==> src/rtl/scan_ctrl_pkg.sv <==
// Purpose: shared types and constants for the scan-chain test controller.
// Contents: controller state enum and the largest supported chain length.
package scan_ctrl_pkg;

  localparam int unsigned SCAN_LEN_MAX = 4096;

  typedef enum logic [2:0] {
    ST_IDLE,
    ST_LOAD,
    ST_CAPT,
    ST_UNLOAD,
    ST_DONE
  } state_t;

endpackage

==> src/rtl/scan_shift_reg.sv <==
// Purpose: WIDTH-bit right-shift register with parallel load and serial-in.
// Ports:
//   clk, rst_n   clock, asynchronous active-low reset
//   load         parallel load of load_val (wins over shift)
//   load_val     parallel load value
//   shift        shift right by one, sin enters the MSB
//   sin          serial input
//   q            register contents
module scan_shift_reg #(
  parameter int unsigned WIDTH = 32
) (
  input  logic             clk,
  input  logic             rst_n,
  input  logic             load,
  input  logic [WIDTH-1:0] load_val,
  input  logic             shift,
  input  logic             sin,
  output logic [WIDTH-1:0] q
);

  always_ff @(posedge clk or negedge rst_n) begin
    if (!rst_n) begin
      q <= '0;
    end else if (load) begin
      q <= load_val;
    end else if (shift) begin
      q <= {sin, q[WIDTH-1:1]};
    end
  end

endmodule

==> src/rtl/scan_chain_ctrl.sv <==
// Purpose: scan-chain controller running load / capture / unload per request.
// Ports:
//   CLK, RSTB  clock (shared with chain flops), async active-low reset
//   START      request pulse, honoured only in IDLE
//   ABORT      synchronous abort back to IDLE (wins over START)
//   PATTERN    load pattern, latched when START is accepted
//   SO         scan-out of the last chain flop
//   SE, SI     registered scan enable / scan-in to the chain
//   RESULT     unloaded chain contents, updated when DONE rises
//   BUSY       high in LOAD, CAPT and UNLOAD
//   DONE       one-cycle completion pulse
module scan_chain_ctrl
  import scan_ctrl_pkg::*;
#(
  parameter int unsigned CHAIN_LEN = 32
) (
  input  logic                 CLK,
  input  logic                 RSTB,
  input  logic                 START,
  input  logic                 ABORT,
  input  logic [CHAIN_LEN-1:0] PATTERN,
  input  logic                 SO,
  output logic                 SE,
  output logic                 SI,
  output logic [CHAIN_LEN-1:0] RESULT,
  output logic                 BUSY,
  output logic                 DONE
);

  localparam int unsigned    CNT_W    = $clog2(CHAIN_LEN + 1);
  localparam logic [CNT_W-1:0] CNT_LAST = CNT_W'(CHAIN_LEN - 1);

  state_t               state;
  state_t               state_nxt;
  logic [CNT_W-1:0]     cnt;
  logic [CHAIN_LEN-1:0] pat_q;
  logic [CHAIN_LEN-1:0] res_q;
  logic                 accept;
  logic                 se_d;
  logic                 si_d;
  logic                 busy_d;
  logic                 done_d;
  logic                 result_we;
  logic                 unused_bits;

  assign accept = (state == ST_IDLE) && START && !ABORT;

  // Only pat_q[1] feeds SI and res_q[0] falls off the end of the unload shift.
  assign unused_bits = ^{pat_q, res_q[0]};

  // Pattern shifter: pat_q[0] tracks the bit currently on SI.
  scan_shift_reg #(.WIDTH(CHAIN_LEN)) u_pat_sr (
    .clk      (CLK),
    .rst_n    (RSTB),
    .load     (accept),
    .load_val (PATTERN),
    .shift    (state == ST_LOAD),
    .sin      (1'b0),
    .q        (pat_q)
  );

  // Result shifter: collects SO, first sample ends up in bit 0.
  scan_shift_reg #(.WIDTH(CHAIN_LEN)) u_res_sr (
    .clk      (CLK),
    .rst_n    (RSTB),
    .load     (accept),
    .load_val ('0),
    .shift    ((state == ST_UNLOAD) && !ABORT),
    .sin      (SO),
    .q        (res_q)
  );

  // State register.
  always_ff @(posedge CLK or negedge RSTB) begin
    if (!RSTB) begin
      state <= ST_IDLE;
    end else begin
      state <= state_nxt;
    end
  end

  // Next-state logic; ABORT overrides everything.
  always_comb begin
    state_nxt = state;
    case (state)
      ST_IDLE:   if (START) state_nxt = ST_LOAD;
      ST_LOAD:   if (cnt == CNT_LAST) state_nxt = ST_CAPT;
      ST_CAPT:   state_nxt = ST_UNLOAD;
      ST_UNLOAD: if (cnt == CNT_LAST) state_nxt = ST_DONE;
      ST_DONE:   state_nxt = ST_IDLE;
      default:   state_nxt = ST_IDLE;
    endcase
    if (ABORT) state_nxt = ST_IDLE;
  end

  // Output decode from the upcoming state so the pins are flop outputs.
  always_comb begin
    se_d      = 1'b0;
    si_d      = 1'b0;
    busy_d    = 1'b0;
    done_d    = 1'b0;
    result_we = 1'b0;
    case (state_nxt)
      ST_LOAD: begin
        se_d   = 1'b1;
        busy_d = 1'b1;
        // First load bit comes straight from PATTERN; later ones from the shifter.
        si_d   = (state == ST_IDLE) ? PATTERN[0] : pat_q[1];
      end
      ST_CAPT:   busy_d = 1'b1;
      ST_UNLOAD: begin
        se_d   = 1'b1;
        busy_d = 1'b1;
      end
      ST_DONE: begin
        done_d    = 1'b1;
        result_we = (state == ST_UNLOAD);
      end
      default: ;
    endcase
  end

  // Phase counter, cleared on every state change, so it never wraps mid-phase.
  always_ff @(posedge CLK or negedge RSTB) begin
    if (!RSTB) begin
      cnt <= '0;
    end else if (state_nxt != state) begin
      cnt <= '0;
    end else if ((state == ST_LOAD) || (state == ST_UNLOAD)) begin
      cnt <= cnt + CNT_W'(1);
    end
  end

  // Output registers; RESULT takes the final unload sample on the same edge DONE rises.
  always_ff @(posedge CLK or negedge RSTB) begin
    if (!RSTB) begin
      SE     <= 1'b0;
      SI     <= 1'b0;
      BUSY   <= 1'b0;
      DONE   <= 1'b0;
      RESULT <= '0;
    end else begin
      SE   <= se_d;
      SI   <= si_d;
      BUSY <= busy_d;
      DONE <= done_d;
      if (result_we) RESULT <= {SO, res_q[CHAIN_LEN-1:1]};
    end
  end

endmodule
==> config.mk <==
export PLATFORM = sky130hd
export DESIGN_NAME = scan_chain_ctrl
export DESIGN_NICKNAME = d
export VERILOG_FILES = /design/src/rtl/scan_ctrl_pkg.sv /design/src/rtl/scan_shift_reg.sv /design/src/rtl/scan_chain_ctrl.sv
export SDC_FILE = /design/constraint.sdc
export NUM_CORES = 1
export LEC_CHECK = 0
export CAP_MARGIN = 20
export CORE_MARGIN = 2
export CORE_UTILIZATION = 42
export CTS_CLUSTER_DIAMETER = 50
export CTS_CLUSTER_SIZE = 20
export DETAILED_ROUTE_END_ITERATION = 8
export PLACE_DENSITY = 0.75
export SETUP_SLACK_MARGIN = 0.2
export SYNTH_ARGS = -nofsm -noshare
export SYNTH_HDL_FRONTEND = slang
export SYNTH_HIERARCHICAL = 1
export SYNTH_SLANG_ARGS = --single-unit
==> constraint.sdc <==
create_clock -name CLK -period 5 [get_ports CLK]
set_input_delay 0.75 -clock CLK [delete_from_list [all_inputs] [get_ports CLK]]
set_output_delay 0.75 -clock CLK [all_outputs]
set_load 0.1 [all_outputs]
==> flow_summary.toml, run 1 <==
[status]
status = "completed"

[global_route]
grt_overflow = 0
antenna_found_initial = 0
grt_pass1_vias = 3253
grt_max_degree = 73
grt_pass1_wl_um = 15910
track_usage_pct = 15.66

[clock_network]
clkTransAtPathRegs_ns = 0.07
clkSinkCount = 107
postCtsHoldBufs = 0
numCtsBuffers = 9
cts_max_path_buffers = 2
cts_setup_buffers = 0
cts_htree_levels = 3
clk-insertion-delay-late_ns = 0.34
cts_root_buf = "clkbuf_16"
cts_tree = "built"
post_cts_resized = 0

[floorplan]
die_w_um = 111.8
start_util_pct = 42.94
row_count = 39
die_h_um = 111.8
core_sq_um = 11370
ioPinCount = 73
die_area_sq_um = 12500

[critical_path]
crit_arrival_ns = 1.88
crit_type = "reg2out"
cp_num_buf_inv = 1
critical_path.endpoint_type = "output port"
critPathLaunchType = "flip-flop"
crit_slowest_cell = "clkdlybuf4s50_1"
crit_fanout = 2
max_stage_delay_ns = 1.17
crit_required_ns = 4.25
critPathTopFamily = "buffers and inverters"
crit_chain = "clkdlybuf4s50_1"

[placement]
dp_hpwl_um = 5755
io_buffers = 72
place.gp.congestion = 0.7306

[routing]
drtAntennaViolNets = 0
drt_first_pass_iters = 4
drc = 0
drt-total-wl_um = 9109
vias = 3061
initialDrtViolationCount = 154
viasPerCell = 4.813
wl_per_cell_um = 14.32

[pwr]
powerDensity_nw_per_um2 = 336.7
p_leak_nw = 2.710
finalPower_mw = 2.016
peakVddDrop_v = 0.0002723

[hold_path]
hp-class = "reg2reg"

[timing]
min_period_ns = 2.626
slew_headroom_pct = 32.19
max_freq_mhz = 380.7
final.period_utilization_pct = 52.53
maxSlewViolCount = 0
max_slew.worst_pin.slew_ns = 1.014
hold_viol = 0
skew_ns = 0.008311
fin_setup_tns_ns = 0
setup_viol = 0
rsz0062_at_grt = "no"

[cells_and_area]
fin_util_pct = 52.66
drive_above_1_share_pct = 12.78
syn_to_final_growth_pct = 22.63
nNetsFinal = 526
fill_cells = 973
diodes = 0

[yosys]
syn_inst = 398
syn-cell-area_sq_um = 4882
yosysWarnings = 6
syn_avg_cell_area_sq_um = 12.27

[job]
max-cap-violations = 0
## final cells by class
cell class / instances / area (sq um) / share of cell area [%]
inverter: 5 / 18.77 / 0.3135
timing repair buffer: 76 / 748.2 / 12.50
tap: 143 / 178.9 / 2.989
clock inverter: 6 / 70.07 / 1.170
sequential: 107 / 2678 / 44.72
multi-input combinational: 289 / 2054 / 34.32
clock buffer: 10 / 239.0 / 3.992
## worst reg2reg max path: stages, from the launching register on
cell,delay [ns]
dfrtp_1,0.53
nor3b_2,0.35
and2_2,0.85
mux2i_1,0.33
o21ai_1,0.09
## path summary, 6_finish.rpt
check                      slack [ns]                    endpoint                   start  depth (start not counted)
hold reg to reg                  0.50          cnt[0]$_DFFE_PN0P_      cnt[0]$_DFFE_PN0P_                          1
setup reg to reg                 2.72  u_res_sr/q[20]$_DFFE_PN0P_      state[0]$_DFF_PN0_                          4
min in group asynchronous        0.53   u_pat_sr/q[4]$_DFFE_PN0P_                    RSTB                          1
hold / removal                   0.50          cnt[0]$_DFFE_PN0P_      cnt[0]$_DFFE_PN0P_                          1
setup / recovery                 2.37                  RESULT[10]  RESULT[10]$_DFFE_PN0P_                          1
max in group asynchronous        3.48      RESULT[25]$_DFFE_PN0P_                    RSTB                          2
## per-layer routing
| layer | GRT usage (%) | share of wire [%] | vias to the layer above |
|---|---|---|---|
| met3 | 5.117 | 5.8 | 10 |
| met4 | 4.444 | 1.2 | 0 |
| met1 | 20.48 | 47 | 1469 |
| met5 | 0 | 0 | - |
| met2 | 25.17 | 47 | 64 |
| li1 | - | - | 1518 |
## report_power, final
part / total (mW) / switching, mW / internal, mW
logic: 0.246 / 0.130 / 0.116
registers: 1.05 / 0.0726 / 0.976
clock network: 0.721 / 0.314 / 0.406
total: 2.02 / 0.517 / 1.50
## sequential cells by signal, indices dropped and copies added, names as in the netlist
name and cells:
SI 1, state 3, u_pat_sr/q 31, SE 1
cnt 6, BUSY 1, u_res_sr/q 31, RESULT 32
DONE 1
## stage by stage
stage | hold WS (ns) | setup slack [ns] | cell area (sq um) | std cells
final | 0.5038 | 2.374 | 5987 | 636
after global routing | 0.5352 | 2.242 | 5987 | 636
after CTS | 0.5088 | 2.354 | 5987 | 636
after detailed placement | 0.4877 | 2.029 | 5678 | 620
after global placement | 0.4909 | 2.094 | 5678 | 620
after floorplan | 0.4544 | 3.178 | 4999 | 429
## cell usage in the layout (no fill, tap or decap), types with 2 or more instances in the layout
cell type	instances
nand2_1	66
nand4_1	2
clkinv_4	2
a21oi_1	3
inv_6	2
conb_1	32
clkdlybuf4s50_1	71
mux2i_1	64
o21ai_2	4
or3_1	2
mux2_4	28
nor2_1	3
clkbuf_16	9
o21ai_0	7
dfrtp_1	107
xor2_1	2
inv_1	5
nor3b_2	2
mux2_2	4
o21ai_1	54
buf_4	5
(Power assumes the default switching activity.)
==> run 2, diff against run 1 <==
Settings changed: PLACE_DENSITY 0.75 to 0.78.
Clock period 5 ns to 2.1 ns, I/O delays scaled along.
==> run 2 against run 1 <==
Sequential share of layout area fell by 0.76 points. Via count rose by 2.2%. Clock power rose by 120%. Largest cell class unchanged.
==> flow_summary.toml, run 2 (synthesized netlist as in run 1, its figures left out) <==
[status]
status = "completed"

[floorplan]
start_util_pct = 42.94
die_h_um = 111.8
die_area_sq_um = 12500
row_count = 39
core_sq_um = 11370
die_w_um = 111.8
ioPinCount = 73

[cells_and_area]
stdcell_area_sq_um = 6091
syn_to_final_growth_pct = 24.76
instances_no_fill = 649
drive_above_1_share_pct = 21.94
final_cell_mix = "107 x dfrtp_1, 66 x nand2_1, 64 x mux2i_1"
nNetsFinal = 539
multi_input_area_sq_um = 2054
final_common_cell = "dfrtp_1"
largest_reg_flops = 32
fill_cells = 976
diodes = 0
top_regs = "RESULT (32), u_pat_sr/q (31), u_res_sr/q (31)"
seqCellArea_sq_um = 2678
fin_util_pct = 53.57
top_register = "RESULT"

[global_route]
antenna_found_initial = 0
grt_overflow = 0
busiest_layer = "met2"
track_usage_pct = 15.79
grt_pass1_vias = 3262
grtUsageMet2_pct = 23.88
grtUsageMet3_pct = 4.682
grt_max_degree = 59
grt_pass1_wl_um = 16160
met1_usage_pct = 21.92

[routing]
drt-total-wl_um = 9341
drc = 0
drtAntennaViolNets = 0
viasPerCell = 4.821
initialDrtViolationCount = 167
vias = 3129
drt_first_pass_iters = 4
wl_per_cell_um = 14.39

[critical_path]
critical_path.endpoint_type = "flip-flop"
critPathTopFamily = "flip-flops"
crit_arrival_ns = 1.95
critPathLaunchType = "flip-flop"
crit_chain = "ha_1, and4b_1, nand4_4, buf_12, mux2_2"
crit_slowest_cell = "dfrtp_1"
crit_required_ns = 2.33
cp_num_buf_inv = 1
max_stage_delay_ns = 0.41
crit_type = "reg2reg"
crit_fanout = 17

[clock_network]
cts_max_path_buffers = 2
clk-insertion-delay-late_ns = 0.34
cts_htree_levels = 3
numCtsBuffers = 9
cts_tree = "built"
clkSinkCount = 107
clkTransAtPathRegs_ns = 0.07
cts_root_buf = "clkbuf_16"
post_cts_resized = 0

[timing]
maxSlewViolCount = 0
fin_setup_tns_ns = 0
setup_viol = 0
hold_slack_ns = 0.4202
hold_viol = 0
max_freq_mhz = 581.7
skew_ns = 0.007210
rsz0062_at_grt = "no"
min_period_ns = 1.719
final.period_utilization_pct = 81.86

[placement]
dp_cells = 632
place.gp.congestion = 0.7625
place_area_sq_um = 5803
dp_hpwl_um = 6408
io_buffers = 72

[pwr]
powerDensity_nw_per_um2 = 771.0
p_leak_nw = 2.869
peakVddDrop_v = 0.0005256

[hold_path]
hp-class = "in2async"

[job]
max-cap-violations = 0
==> run 2: power by group <==
part           internal [mW]  switching [mW]  leakage (nW)
logic                  0.304           0.328          1.35
registers               2.32           0.177          1.39
clock network          0.810           0.753         0.136
==> run 2: metrics by stage <==
stage	setup WS, ns	power [mW]
2_1_floorplan	0.5016	2.914
3_3_place_gp	0.1798	3.127
3_5_place_dp	0.1361	3.173
4_1_cts	0.3656	4.751
5_1_grt	0.3044	4.951
6_report	0.3809	4.696
==> run 2: cell type report <==
| type | instances | share of cell area (%) |
|---|---|---|
| Inverter | 5 | 0.3081 |
| Multi-Input combinational cell | 289 | 33.73 |
| Tap cell | 143 | 2.938 |
| Clock inverter | 7 | 0.8628 |
| Sequential cell | 107 | 43.96 |
| Timing Repair Buffer | 89 | 14.50 |
| Clock buffer | 9 | 3.698 |
==> run 2: path summary, 6_finish.rpt <==
path / startpoint / end / slack [ns] / cells after the start
hold reg to reg: cnt[0]$_DFFE_PN0P_ / cnt[0]$_DFFE_PN0P_ / 0.51 / 1
min in group CLK: cnt[0]$_DFFE_PN0P_ / cnt[0]$_DFFE_PN0P_ / 0.51 / 1
hold / removal: RSTB / u_pat_sr/q[4]$_DFFE_PN0P_ / 0.42 / 2
setup / recovery: cnt[0]$_DFFE_PN0P_ / RESULT[6]$_DFFE_PN0P_ / 0.38 / 5
setup reg to reg: cnt[0]$_DFFE_PN0P_ / RESULT[6]$_DFFE_PN0P_ / 0.38 / 5
max in group asynchronous: RSTB / u_res_sr/q[13]$_DFFE_PN0P_ / 1.02 / 3
==> run 2: layer usage <==
layer	wire length [um]	part of all wire, %
met5	0	0
met1	4487	48
met2	4153	44
met3	535	5.7
met4	164	1.8
==> run 2: what timing repair did <==
action | in CTS | in global routing
buffers inserted | 0 | 0
hold buffers | 1 | 0
hold endpoints to repair | 25 | 0
==> run 3, diff against run 2 <==
Clock period 2.1 ns to 1.5 ns, I/O delays scaled along.
==> run 3 against run 2 <==
Clock skew increased by 0.0062 ns. Fmax up 4.0%. The run now ends with negative setup slack left. Worst hold slack lost 0.15 ns. Clock power is 38% higher.
==> flow_summary.toml, run 3 (synthesized netlist as in run 1, its figures left out) <==
[status]
status = "complete, but fails checks"
violations = "negative setup slack"

[critical_path]
rr_startpoint = "state[2]$_DFF_PN0_"
r2r_cells = 9
crit_fanout = 6
crit_slowest_cell = "dfrtp_2"
cp_num_buf_inv = 5
critPathLaunchType = "flip-flop"
rr_endpoint = "u_pat_sr/q[13]$_DFFE_PN0P_"
crit_arrival_ns = 1.91
crit_required_ns = 1.76
critical_path.endpoint_type = "flip-flop"
crit_type = "reg2reg"
cp_common_cell = "buf_6"
critPathTopFamily = "buffers and inverters"
r2r_slack_ns = -0.15
max_stage_delay_ns = 0.44
crit_chain = "buf_6, nor2_4, nor4b_4, buf_6, buf_4, buf_6, clkbuf_16, nand2_1, o21ai_2"

[clock_network]
clk-insertion-delay-late_ns = 0.34
clkSinkCount = 107
cts_max_path_buffers = 2
cts_htree_levels = 3
cts_root_buf = "clkbuf_16"
numCtsBuffers = 9
cts_tree = "built"
clkTransAtPathRegs_ns = 0.07

[floorplan]
die_h_um = 111.8
row_count = 39
die_area_sq_um = 12500
start_util_pct = 42.94
die_w_um = 111.8
ioPinCount = 73
core_sq_um = 11370

[cells_and_area]
diodes = 0
multi_input_area_sq_um = 2411
largest_reg_flops = 32
nNetsFinal = 587
final_cell_mix = "105 x dfrtp_1, 51 x mux2i_1, 50 x nand2_1"
final_common_cell = "dfrtp_1"
fin_util_pct = 67.36
fill_cells = 776
top_regs = "RESULT (32), u_pat_sr/q (31), u_res_sr/q (31)"
top_register = "RESULT"
syn_to_final_growth_pct = 56.87
drive_above_1_share_pct = 40.33
seqCellArea_sq_um = 2680

[global_route]
grt_max_degree = 61
grt_pass1_wl_um = 20590
antenna_found_initial = 0
grt_overflow = 0
track_usage_pct = 20.64
grt_pass1_vias = 3896

[routing]
drt_first_pass_iters = 5
drc = 0
drt-total-wl_um = 13300
vias = 3633
wl_per_cell_um = 19.11
drtAntennaViolNets = 0
initialDrtViolationCount = 205
viasPerCell = 5.220

[placement]
dp_hpwl_um = 6757
place.gp.congestion = 0.7984
io_buffers = 72

[pwr]
powerDensity_nw_per_um2 = 929.2
peakVddDrop_v = 0.0006727
finalPower_mw = 7.116
p_leak_nw = 3.472

[timing]
slew_headroom_pct = 54.22
setup_viol = 94
max_freq_mhz = 605.0
maxSlewViolCount = 0
setup_slack_ns = -0.1530
max_slew.worst_pin.slew_ns = 0.6809
final.period_utilization_pct = 110.2
skew_ns = 0.01340
rsz0062_at_grt = "yes"
min_period_ns = 1.653
hold_viol = 0

[hold_path]
hp-class = "in2async"

[job]
max-cap-violations = 0
[run 3: metal layers]
layer	part of all wire (%)	track usage, %	up-vias
li1	-	-	1648
met1	40	25.87	1851
met2	54	36.53	110
met3	4.3	3.756	24
met4	2.0	6.091	0
met5	0	0	-
[run 3: repair_timing]
| action | in CTS | in global routing |
|---|---|---|
| endpoints found under the setup margin | 107 | 107 |
| hold buffers | 1 | 0 |
| gates resized for setup | 55 | 61 |
| pin swaps | 11 | 12 |
| endpoints found under the hold margin | 46 | 0 |
| setup buffers | 15 | 4 |
| gates cloned | 13 | 5 |
[run 3: worst max path at each step]
stage | from | to | slack [ns] | depth (start not counted)
floorplan | cnt[0]$_DFFE_PN0P_ | RESULT[10]$_DFFE_PN0P_ | -0.07 | 5
global placement | ABORT | u_pat_sr/q[17]$_DFFE_PN0P_ | -0.33 | 8
detailed placement | ABORT | u_pat_sr/q[14]$_DFFE_PN0P_ | -0.38 | 8
CTS | cnt[0]$_DFFE_PN0P_ | RESULT[7]$_DFFE_PN0P_ | -0.11 | 5
global route | state[2]$_DFF_PN0_ | u_res_sr/q[17]$_DFFE_PN0P_ | -0.23 | 5
finish | state[2]$_DFF_PN0_ | u_pat_sr/q[13]$_DFFE_PN0P_ | -0.15 | 9
[run 3: cell type report]
class                   count  area share (%)
clock inverters             3          0.3267
well taps                 143           2.336
clock buffers              12           3.088
flip-flops and latches    107           34.99
repair buffers            137           27.53
multi-input cells         289           31.48
inverters                   5          0.2451
[run 3: through the flow]
stage	hold slack [ns]	TNS (ns)	worst slack, ns	instances	instance area [sq um]
after CTS	0.2689	-5.905	-0.1128	687	7252
after detailed placement	0.07046	-30.23	-0.3762	643	6336
after floorplan	-0.07059	-2.044	-0.07451	429	5075
final	0.2736	-9.658	-0.1530	696	7659
after global routing	0.2960	-15.99	-0.2287	696	7659
after global placement	0.06968	-27.20	-0.3333	643	6336
[run 3: power by group]
part | switching (mW) | internal, mW
Combinational | 0.655 | 0.727
Sequential | 0.323 | 3.25
Clock | 1.03 | 1.13
Total | 2.00 | 5.11
